[config.mk]
export PLATFORM = sky130hd
export DESIGN_NAME = pipeline_ctrl
export DESIGN_NICKNAME = d
export VERILOG_FILES = /design/src/rtl/pipeline_ctrl.sv
export SDC_FILE = /design/constraint.sdc
export NUM_CORES = 1
export LEC_CHECK = 0
export ABC_AREA = 1
export BUFFER_PORTS_ARGS = -buffer_cell sky130_fd_sc_hd__buf_2
export CELL_PAD_IN_SITES_DETAIL_PLACEMENT = 1
export CELL_PAD_IN_SITES_GLOBAL_PLACEMENT = 1
export CORE_AREA = 8 8 82 84
export CTS_CLUSTER_DIAMETER = 40
export DETAILED_ROUTE_END_ITERATION = 10
export DIE_AREA = 0 0 90 92
export PLACE_DENSITY = 0.88
export SLEW_MARGIN = 20
export SYNTH_ARGS = -nofsm -noshare
export SYNTH_HDL_FRONTEND = slang
export SYNTH_SLANG_ARGS = --single-unit
[constraint.sdc]
create_clock -name clk -period 1.7 [get_ports clk]
set_input_delay 0.255 -clock clk [delete_from_list [all_inputs] [get_ports clk]]
set_output_delay 0.255 -clock clk [all_outputs]
set_load 0.02 [all_outputs]
[src/rtl/pipeline_ctrl.sv]
// Stall/flush controller for the 5-stage RV32I pipeline: load-use bubbles, branch squash, memory wait/timeout.
// Optional perf counters are built only when PIPE_PERF_CNT_EN is defined.
module pipeline_ctrl #(
  parameter int unsigned MEM_TIMEOUT = 16,
  parameter int unsigned CNT_W       = 8
) (
  input  logic        clk,
  input  logic        reset,
  input  logic [4:0]  id_rs1,
  input  logic [4:0]  id_rs2,
  input  logic [4:0]  ex_rd,
  input  logic        ex_is_load,
  input  logic        ex_branch_taken,
  input  logic        mem_req,
  input  logic        mem_ready,
  output logic        en_pc,
  output logic        en_ifid,
  output logic        en_idex,
  output logic        en_exmem,
  output logic        en_memwb,
  output logic        flush_ifid,
  output logic        flush_idex,
  output logic        mem_hold,
  output logic        mem_err,
  output logic [31:0] stall_cycles,
  output logic [31:0] flush_count
);

  typedef enum logic [1:0] {
    S_RUN  = 2'd0,
    S_WAIT = 2'd1,
    S_ERR  = 2'd2
  } state_t;

  state_t           state, state_nxt;
  logic [CNT_W-1:0] cnt, cnt_nxt;
  logic             luh;
  logic             memstall;

  assign luh = ex_is_load && (ex_rd != 5'd0) && ((ex_rd == id_rs1) || (ex_rd == id_rs2));

  assign memstall = ((state == S_RUN) && mem_req && !mem_ready)
                 || ((state == S_WAIT) && !mem_ready)
                 || (state == S_ERR);

  // State and wait counter; reset abandons any pending access.
  always_ff @(posedge clk) begin
    if (reset) begin
      state <= S_RUN;
      cnt   <= '0;
    end else begin
      state <= state_nxt;
      cnt   <= cnt_nxt;
    end
  end

  // Next state: wait for mem_ready, give up after MEM_TIMEOUT counted wait cycles.
  always_comb begin
    state_nxt = state;
    cnt_nxt   = cnt;
    case (state)
      S_RUN: begin
        if (mem_req && !mem_ready) begin
          state_nxt = S_WAIT;
          cnt_nxt   = CNT_W'(1);
        end
      end
      S_WAIT: begin
        if (mem_ready) begin
          state_nxt = S_RUN;
          cnt_nxt   = '0;
        end else if (cnt == CNT_W'(MEM_TIMEOUT)) begin
          state_nxt = S_ERR;
        end else begin
          cnt_nxt = cnt + CNT_W'(1);
        end
      end
      S_ERR: begin
        state_nxt = S_ERR;
      end
      default: begin
        state_nxt = S_RUN;
        cnt_nxt   = '0;
      end
    endcase
  end

  // Control outputs: memory freeze beats branch squash beats load-use bubble.
  always_comb begin
    en_pc      = 1'b1;
    en_ifid    = 1'b1;
    en_idex    = 1'b1;
    en_exmem   = 1'b1;
    en_memwb   = 1'b1;
    flush_ifid = 1'b0;
    flush_idex = 1'b0;
    mem_hold   = 1'b0;
    mem_err    = (state == S_ERR);
    if (reset) begin
      en_pc      = 1'b0;
      en_ifid    = 1'b0;
      en_idex    = 1'b0;
      en_exmem   = 1'b0;
      en_memwb   = 1'b0;
      flush_ifid = 1'b1;
      flush_idex = 1'b1;
    end else if (memstall) begin
      en_pc    = 1'b0;
      en_ifid  = 1'b0;
      en_idex  = 1'b0;
      en_exmem = 1'b0;
      en_memwb = 1'b0;
      mem_hold = (state != S_ERR);
    end else if (ex_branch_taken) begin
      flush_ifid = 1'b1;
      flush_idex = 1'b1;
    end else if (luh) begin
      en_pc      = 1'b0;
      en_ifid    = 1'b0;
      flush_idex = 1'b1;
    end
  end

`ifdef PIPE_PERF_CNT_EN
  logic [31:0] stall_q;
  logic [31:0] flush_q;

  // Perf counters; a cycle flushing both registers counts once.
  always_ff @(posedge clk) begin
    if (reset) begin
      stall_q <= '0;
      flush_q <= '0;
    end else begin
      if (!en_pc) stall_q <= stall_q + 32'd1;
      if (flush_ifid || flush_idex) flush_q <= flush_q + 32'd1;
    end
  end

  assign stall_cycles = stall_q;
  assign flush_count  = flush_q;
`else
  assign stall_cycles = '0;
  assign flush_count  = '0;
`endif

endmodule

==> summary.md, run 1 <==
| Metric | Value |
|---|---|
| Utilization after layout | 28.0% |
| Total half-perimeter wirelength after legalization and detailed placement | 3240 microns |
| Grt ovf | 0 |
| Power share of the clock group | 35.7% |
| GP Congestion | 0.811 |
| Hold Path Class | input port to flop |
| Starting density of the core | 25.9% |
| Commonest cells after routing, fill and taps aside | sky130_fd_sc_hd__conb_1, sky130_fd_sc_hd__nand2_1, sky130_fd_sc_hd__inv_1 |
| Clock-pin slew reported for the worst setup and hold paths after clock tree synthesis | 50 ps |
| Final worst clock skew | 1.60 ps |
| Die Footprint | 0.00828 sq mm |
| Average via count per standard cell | 3.76 |
| Worst-case register-to-register setup slack | 270 ps |
| First-pass iteration count of the detailed router | 4 |
| Horizontal die dimension | 90 microns |
| Accumulated negative setup slack | 0 ps |
| Quantity of I/O buffers inserted on ports | 29 |
| Insertion delay to the later sink of the worst-skew pair | 250 ps |
| Average detailed-routed wire length per instance | 11.5 microns |
| GRT Util Overall | 8.74% |
| Logic gate share of total power | 36.8% |
| Placed Instances | 320 |
| CTS sink count | 10 |
| Post-synthesis share of cell area spent on xor and xnor gates | 1.25% |
| FF-to-FF End | cnt[1] |
| DRC violations left | 0 |
| Antenna cell count | 0 |
| Pwr per Cell Area | 592 mW/mm^2 |
| Required time worst endpoint | 1440 ps |
| Count of flip-flops with a built-in enable after synthesis | 0 |
| Placeable core area | 0.00541 sq mm |
| Sw power | 369 uW |
| Maximum clock frequency | 598 MHz |
| Static leakage | 0.882 nW |
| Post-layout instance count excluding filler cells | 331 |
| Fraction of layout cells with a size suffix above 1 | 23.9% |
| Via total after detailed routing | 1,243 |
| Capture endpoint of the worst hold path | cnt[6] |
| Number of synthesized register bits | 10 |
| TritonCTS clock tree | built |
| Initial antenna violation count | 0 |
| Final net count | 283 |
| Largest net degree at the start of global routing | 12 |
| Arrival @ worst endpoint | 1420 ps |
| Worst reg2reg startpoint | cnt[0] |
| Critical Setup Path Class | flop to output port |
| Hold buffer count at cts | 0 |
| Dominant synthesized flop cell | sky130_fd_sc_hd__dfxtp_1 |
| Setup-failing EPs final | 0 |
| Number of distinct library cell variants in the gate-level netlist after synthesis | 25 |
| Final-report hold violation count | 0 |
| Clk Tree Root Cell | sky130_fd_sc_hd__clkbuf_8 |
| Worst-path fanout max | 3 |
| Worst-case hold slack | 332 ps |
| Complex-gate fraction of the synthesized area | 8.13% |
| Die span in y | 92 microns |
| Simple-Gate Fraction of Synth Area | 28.4% |
| Hold-critical path depth | 2 |
| Num CTS Buffers | 3 |
| Post-route fraction of the period consumed by the critical path | 98.3% |
| Combinational family with the most area after synthesis | buffers and inverters |
| Worst voltage drop across the vdd grid | 0.000213 V |
| Via count of the first global-routing pass | 1,390 |
| Mean area per synthesized cell | 6.25 sq um |
| Async S/R FF share, synth | 0% |
| Instance count of the mapped netlist | 224 |
| Number of warnings reported in the yosys synthesis log | 0 |
| Result of the run | completed |
| Max Slew Vio Count | 0 |
| Top-level I/O count | 94 |
| Share of synthesized area occupied by flip-flops and latches | 14.3% |
| Cell Rows | 27 |
| Hold path startpoint | reset |
| Post-synthesis adder-cell area fraction | 1.79% |
| Switching share of total power | 41.2% |
| Critical Path End Type | output port |
| Sequential cell fraction of total power | 27.5% |
| Max_cap viols | 0 |
| Netlist Area Pre-Place | 0.00140 sq mm |
| Number of DRC violations after detailed-routing iteration 0 | 31 |
| Length in cells of the worst reg-to-reg path | 8 |
| Commonest non-fill, non-tap cell in the layout | sky130_fd_sc_hd__conb_1 |
| Wire length of the first global-routing pass | 6060 microns |
| Internal power | 528 uW |
| Clock Path Buffers | 2 |
| Area added between synthesis and finish | 8.22% |
| H-tree Lvls | 1 |
| Clock period minus final worst setup slack | 1670 ps |
| Proportion of synthesized area in mux cells | 0% |
| Remaining number of nets flagged by the antenna check after routing | 0 |
| Total Routed Length | 3810 microns |
| Critical Path Source Type | flop |
-- logic make-up (layout without fill, tap and decap cells) --
| group | after synthesis | in the layout |
|---|---|---|
| adders and majority gates | 2 | 2 |
| DFF | 10 | 10 |
| other | 1 | 64 |
| xor gates and xnor gates | 2 | 2 |
| AOI/OAI and AO/OA | 20 | 20 |
| and+or+nand+nor | 85 | 85 |
| buffers and inverters | 104 | 76 |
-- area by class of cell --
type / count / area (sq um)
Clock buffer: 4 / 55.1
Fill cell: 768 / 3890
Inverter: 36 / 135
Multi-Input combinational cell: 173 / 822
Sequential cell: 10 / 204
Tap cell: 72 / 90.1
Timing Repair Buffer: 36 / 209
-- worst max-delay path by stage --
stage / start / to / slack, ps / depth (start not counted)
5_1_grt: state[0] / mem_hold / -30 / 5
4_1_cts: state[1] / en_idex / 5 / 8
2_1_floorplan: state[1] / en_pc / 30 / 9
3_5_place_dp: state[1] / en_ifid / 170 / 9
3_3_place_gp: state[1] / en_pc / 250 / 9
6_report: state[0] / mem_hold / 30 / 5
-- metal layers --
metal	wire, microns	track usage [%]
met1	1400	7.80
met2	2080	16.7
met3	274	3.83
met4	58	3.88
met5	0	0
-- worst max-delay path: stages, from the launching register on --
cell	delay [ps]
sky130_fd_sc_hd__dfxtp_4	360
sky130_fd_sc_hd__inv_1	70
sky130_fd_sc_hd__nand4_1	170
sky130_fd_sc_hd__buf_4	200
sky130_fd_sc_hd__a21oi_1	170
sky130_fd_sc_hd__buf_2	200
-- power groups by stage --
stage               combinational [mW]  clock [mW]  sequential [mW]
floorplan                        0.355           0            0.250
global placement                 0.295           0            0.251
detailed placement               0.303           0            0.252
CTS                              0.311       0.322            0.247
global route                     0.366       0.332            0.248
finish                           0.330       0.320            0.247
-- cell usage after synthesis (2+ instances only) --
| cell type | count | share of area, % |
|---|---|---|
| sky130_fd_sc_hd__a21oi_1 | 9 | 3.2 |
| sky130_fd_sc_hd__buf_4 | 67 | 36 |
| sky130_fd_sc_hd__dfxtp_1 | 10 | 14 |
| sky130_fd_sc_hd__ha_1 | 2 | 1.8 |
| sky130_fd_sc_hd__inv_1 | 32 | 8.6 |
| sky130_fd_sc_hd__inv_2 | 4 | 1.1 |
| sky130_fd_sc_hd__nand2_1 | 47 | 13 |
| sky130_fd_sc_hd__nand2_2 | 2 | 0.89 |
| sky130_fd_sc_hd__nand3_1 | 8 | 2.9 |
| sky130_fd_sc_hd__nand4_1 | 6 | 2.7 |
| sky130_fd_sc_hd__nor2_1 | 13 | 3.5 |
| sky130_fd_sc_hd__nor2_2 | 3 | 1.3 |
| sky130_fd_sc_hd__nor2_4 | 2 | 1.6 |
| sky130_fd_sc_hd__o21ai_0 | 7 | 2.5 |
| sky130_fd_sc_hd__xnor2_1 | 2 | 1.3 |
-- state kept, by name (all words and copies together) (netlist names) --
register and flops:
cnt 8, state 2
-- what timing repair did --
action                                  CTS  global route
pin swaps                                 1             4
endpoints found under the setup margin    6             7
buffers inserted                          1             6
resized for setup                         4             8
-- stage by stage --
stage / power, mW / cell area (sq um) / setup slack, ps
after floorplan: 0.605 / 1640 / 33.4
after global placement: 0.547 / 1370 / 245
after detailed placement: 0.554 / 1370 / 167
after CTS: 0.880 / 1450 / 4.70
after global routing: 0.946 / 1520 / -28.1
final: 0.897 / 1520 / 28.6
Power figures use the tool's default switching activity.
==> run 2: changes to the inputs <==
--- a/config.mk
+++ b/config.mk
@@ -14,6 +14,7 @@
 export DETAILED_ROUTE_END_ITERATION = 10
 export DIE_AREA = 0 0 90 92
 export PLACE_DENSITY = 0.88
+export RECOVER_POWER = 100
 export SLEW_MARGIN = 20
 export SYNTH_ARGS = -nofsm -noshare
 export SYNTH_HDL_FRONTEND = slang
==> run 2 against run 1 <==
  * Register-to-register slack got worse by 100 ps
  * Via count increased by 0.16%
  * Die area unchanged
  * Clock power decreased by 2%
  * Worst hold slack improved by 6.1 ps
  * Combinational power about the same
  * Sequential share of layout area increased by 0.090 points
  * Global-route usage unchanged
  * Clock-buffer cell count unchanged
  * Sequential power about the same
  * Critical path type unchanged
  * Largest cell class unchanged
  * Highest routed layer unchanged
==> summary.md, run 2 (synthesis results as in run 1) <==
| Metric | Value |
|---|---|
| CTS sink count | 10 (unchanged) |
| Worst-case register-to-register setup slack | 170 ps (was 270 ps) |
| Placeable core area | 0.00541 sq mm (unchanged) |
| Hold Path Class | input port to flop (unchanged) |
| Quantity of I/O buffers inserted on ports | 29 (unchanged) |
| Average detailed-routed wire length per instance | 11.5 microns (about the same) |
| GRT Util Overall | 8.74% (unchanged) |
| Critical Path End Type | output port (unchanged) |
| Power share of the clock group | 35.4% (was 35.7%) |
| Sw power | 364 uW (was 369 uW) |
| Start point of the critical path | state[0] (unchanged) |
| Worst-path fanout max | 3 (unchanged) |
| Length in cells of the worst reg-to-reg path | 7 (was 8) |
| Critical Path Source Type | flop (unchanged) |
| Area added between synthesis and finish | 7.51% (was 8.22%) |
| Accumulated negative setup slack | 0 ps (unchanged) |
| Post-layout instance count excluding filler cells | 331 (unchanged) |
| Average via count per standard cell | 3.76 (about the same) |
| Post-route fraction of the period consumed by the critical path | 97.8% (was 98.3%) |
| Via total after detailed routing | 1,245 (was 1,243) |
| Post-layout power | 890 uW (was 897 uW) |
| Grt ovf | 0 (unchanged) |
| Maximum clock frequency | 602 MHz (was 598 MHz) |
| Final worst clock skew | 3.74 ps (was 1.60 ps) |
| Total half-perimeter wirelength after legalization and detailed placement | 3240 microns (unchanged) |
| Hold-critical path depth | 2 (unchanged) |
| Number of DRC violations after detailed-routing iteration 0 | 34 (was 31) |
| Total Routed Length | 3810 microns (about the same) |
| Clk Tree Root Cell | sky130_fd_sc_hd__clkbuf_8 (unchanged) |
| Final net count | 283 (unchanged) |
| Via count of the first global-routing pass | 1,390 (unchanged) |
| Final-report hold violation count | 0 (unchanged) |
| Starting density of the core | 25.9% (unchanged) |
| Die Footprint | 0.00828 sq mm (unchanged) |
| Hold buffer count at cts | 0 (unchanged) |
| Fill cell instance count of the final layout | 770 (was 768) |
| Reg with most FFs | cnt (unchanged) |
| Commonest cells after routing, fill and taps aside | sky130_fd_sc_hd__conb_1, sky130_fd_sc_hd__nand2_1, sky130_fd_sc_hd__inv_1 (unchanged) |
| Clock Path Buffers | 2 (unchanged) |
| Pwr per Cell Area | 591 mW/mm^2 (was 592 mW/mm^2) |
| Insertion delay to the later sink of the worst-skew pair | 250 ps (about the same) |
| Horizontal die dimension | 90 microns (unchanged) |
| Setup-failing EPs final | 0 (unchanged) |
| Logic gate share of total power | 36.9% (was 36.8%) |
| Top flop regs | cnt: 8 flops, state: 2 flops (unchanged) |
| Remaining number of nets flagged by the antenna check after routing | 0 (unchanged) |
| Internal power | 527 uW (was 528 uW) |
| Post-layout worst setup margin | 37.7 ps (was 28.6 ps) |
| Initial antenna violation count | 0 (unchanged) |
| Sequential cell fraction of total power | 27.7% (was 27.5%) |
| Clock period minus final worst setup slack | 1660 ps (was 1670 ps) |
| Capture endpoint of the worst hold path | cnt[6] (unchanged) |
| Critical Setup Path Class | flop to output port (unchanged) |
| Worst reg2reg startpoint | cnt[0] (unchanged) |
| FF-to-FF End | cnt[1] (unchanged) |
| Hold path startpoint | reset (unchanged) |
| Placed Area | 0.00137 sq mm (unchanged) |
| Cell Rows | 27 (unchanged) |
| Max_cap viols | 0 (unchanged) |
| Switching share of total power | 40.8% (was 41.2%) |
| Clock-pin slew reported for the worst setup and hold paths after clock tree synthesis | 50 ps (about the same) |
| First-pass iteration count of the detailed router | 2 (was 4) |
| DRC violations left | 0 (unchanged) |
| Die span in y | 92 microns (unchanged) |
| Antenna cell count | 0 (unchanged) |
| H-tree Lvls | 1 (unchanged) |
| Static leakage | 0.881 nW (was 0.882 nW) |
| Wire length of the first global-routing pass | 6060 microns (unchanged) |
| Top-level I/O count | 94 (unchanged) |
| Max Slew Vio Count | 0 (unchanged) |
| Commonest non-fill, non-tap cell in the layout | sky130_fd_sc_hd__conb_1 (unchanged) |
| Result of the run | completed (unchanged) |
| Fraction of layout cells with a size suffix above 1 | 23.6% (was 23.9%) |
| Minimum setup slack after placement | 167 ps (unchanged) |
| Largest net degree at the start of global routing | 12 (unchanged) |
| Max FFs per register | 8 (unchanged) |
| Num CTS Buffers | 3 (unchanged) |
| TritonCTS clock tree | built (unchanged) |
| Arrival @ worst endpoint | 1410 ps (was 1420 ps) |
| Required time worst endpoint | 1440 ps (about the same) |
| Final standard cell area without fillers | 0.00151 sq mm (was 0.00152 sq mm) |
| GP Congestion | 0.811 (unchanged) |
| Worst voltage drop across the vdd grid | 0.000214 V (was 0.000213 V) |
| Placed Instances | 320 (unchanged) |
run 2: cell count changes in the layout (fill, tap and decap cells not counted), sizes merged:
cell / previous run / this run
clkbuf: 5 / 6
buf: 35 / 34
run 2: worst max-delay path by stage:
stage / to / slack [ps] / depth (start not counted)
final: mem_hold / 40 / 5
after global routing: mem_hold / -30 / 5
after CTS: en_idex / 5 / 8
after detailed placement: en_ifid / 170 / 9
after global placement: en_pc / 250 / 9
after floorplan: en_pc / 30 / 9
run 2: power by group through the flow:
stage / registers, mW / logic [mW] / clock network [mW]
floorplan: 0.250 / 0.355 / 0
global placement: 0.251 / 0.295 / 0
detailed placement: 0.252 / 0.303 / 0
CTS: 0.247 / 0.311 / 0.322
global route: 0.248 / 0.363 / 0.332
finish: 0.247 / 0.329 / 0.315
run 2: timing repair:
item,CTS,global route
setup endpoints to repair,6,7
buffers inserted,1,6
pin swaps,1,4
gates resized for setup,4,8
run 2: per-stage QoR:
| step | hold slack (ps) | utilization [%] |
|---|---|---|
| floorplan | 425 | - |
| global placement | 473 | 25.3 |
| detailed placement | 480 | 25.3 |
| CTS | 335 | 26.7 |
| global route | 371 | 27.8 |
| finish | 338 | 27.8 |
run 2: layer usage:
metal | global-route usage [%] | vias up | wire, microns
met5 | 0 | - | 0
met4 | 3.88 | 0 | 55
met3 | 3.83 | 5 | 268
met2 | 16.7 | 49 | 2080
met1 | 7.80 | 571 | 1400
li1 | - | 620 | -
run 2: layout make-up:
| class | instances | area, sq um | share of cell area (%) |
|---|---|---|---|
| clock buffer | 4 | 55.1 | 3.66 |
| multi-input combinational | 173 | 812 | 53.9 |
| timing repair buffer | 36 | 209 | 13.9 |
| tap | 72 | 90.1 | 5.99 |
| sequential | 10 | 204 | 13.5 |
| inverter | 36 | 135 | 8.98 |
run 2: critical path, stage by stage, from the launching register on:
cell and delay (ps):
sky130_fd_sc_hd__dfxtp_4 360, sky130_fd_sc_hd__inv_1 70, sky130_fd_sc_hd__nand4_1 170, sky130_fd_sc_hd__buf_4 200, sky130_fd_sc_hd__a21oi_1 160, sky130_fd_sc_hd__buf_2 200
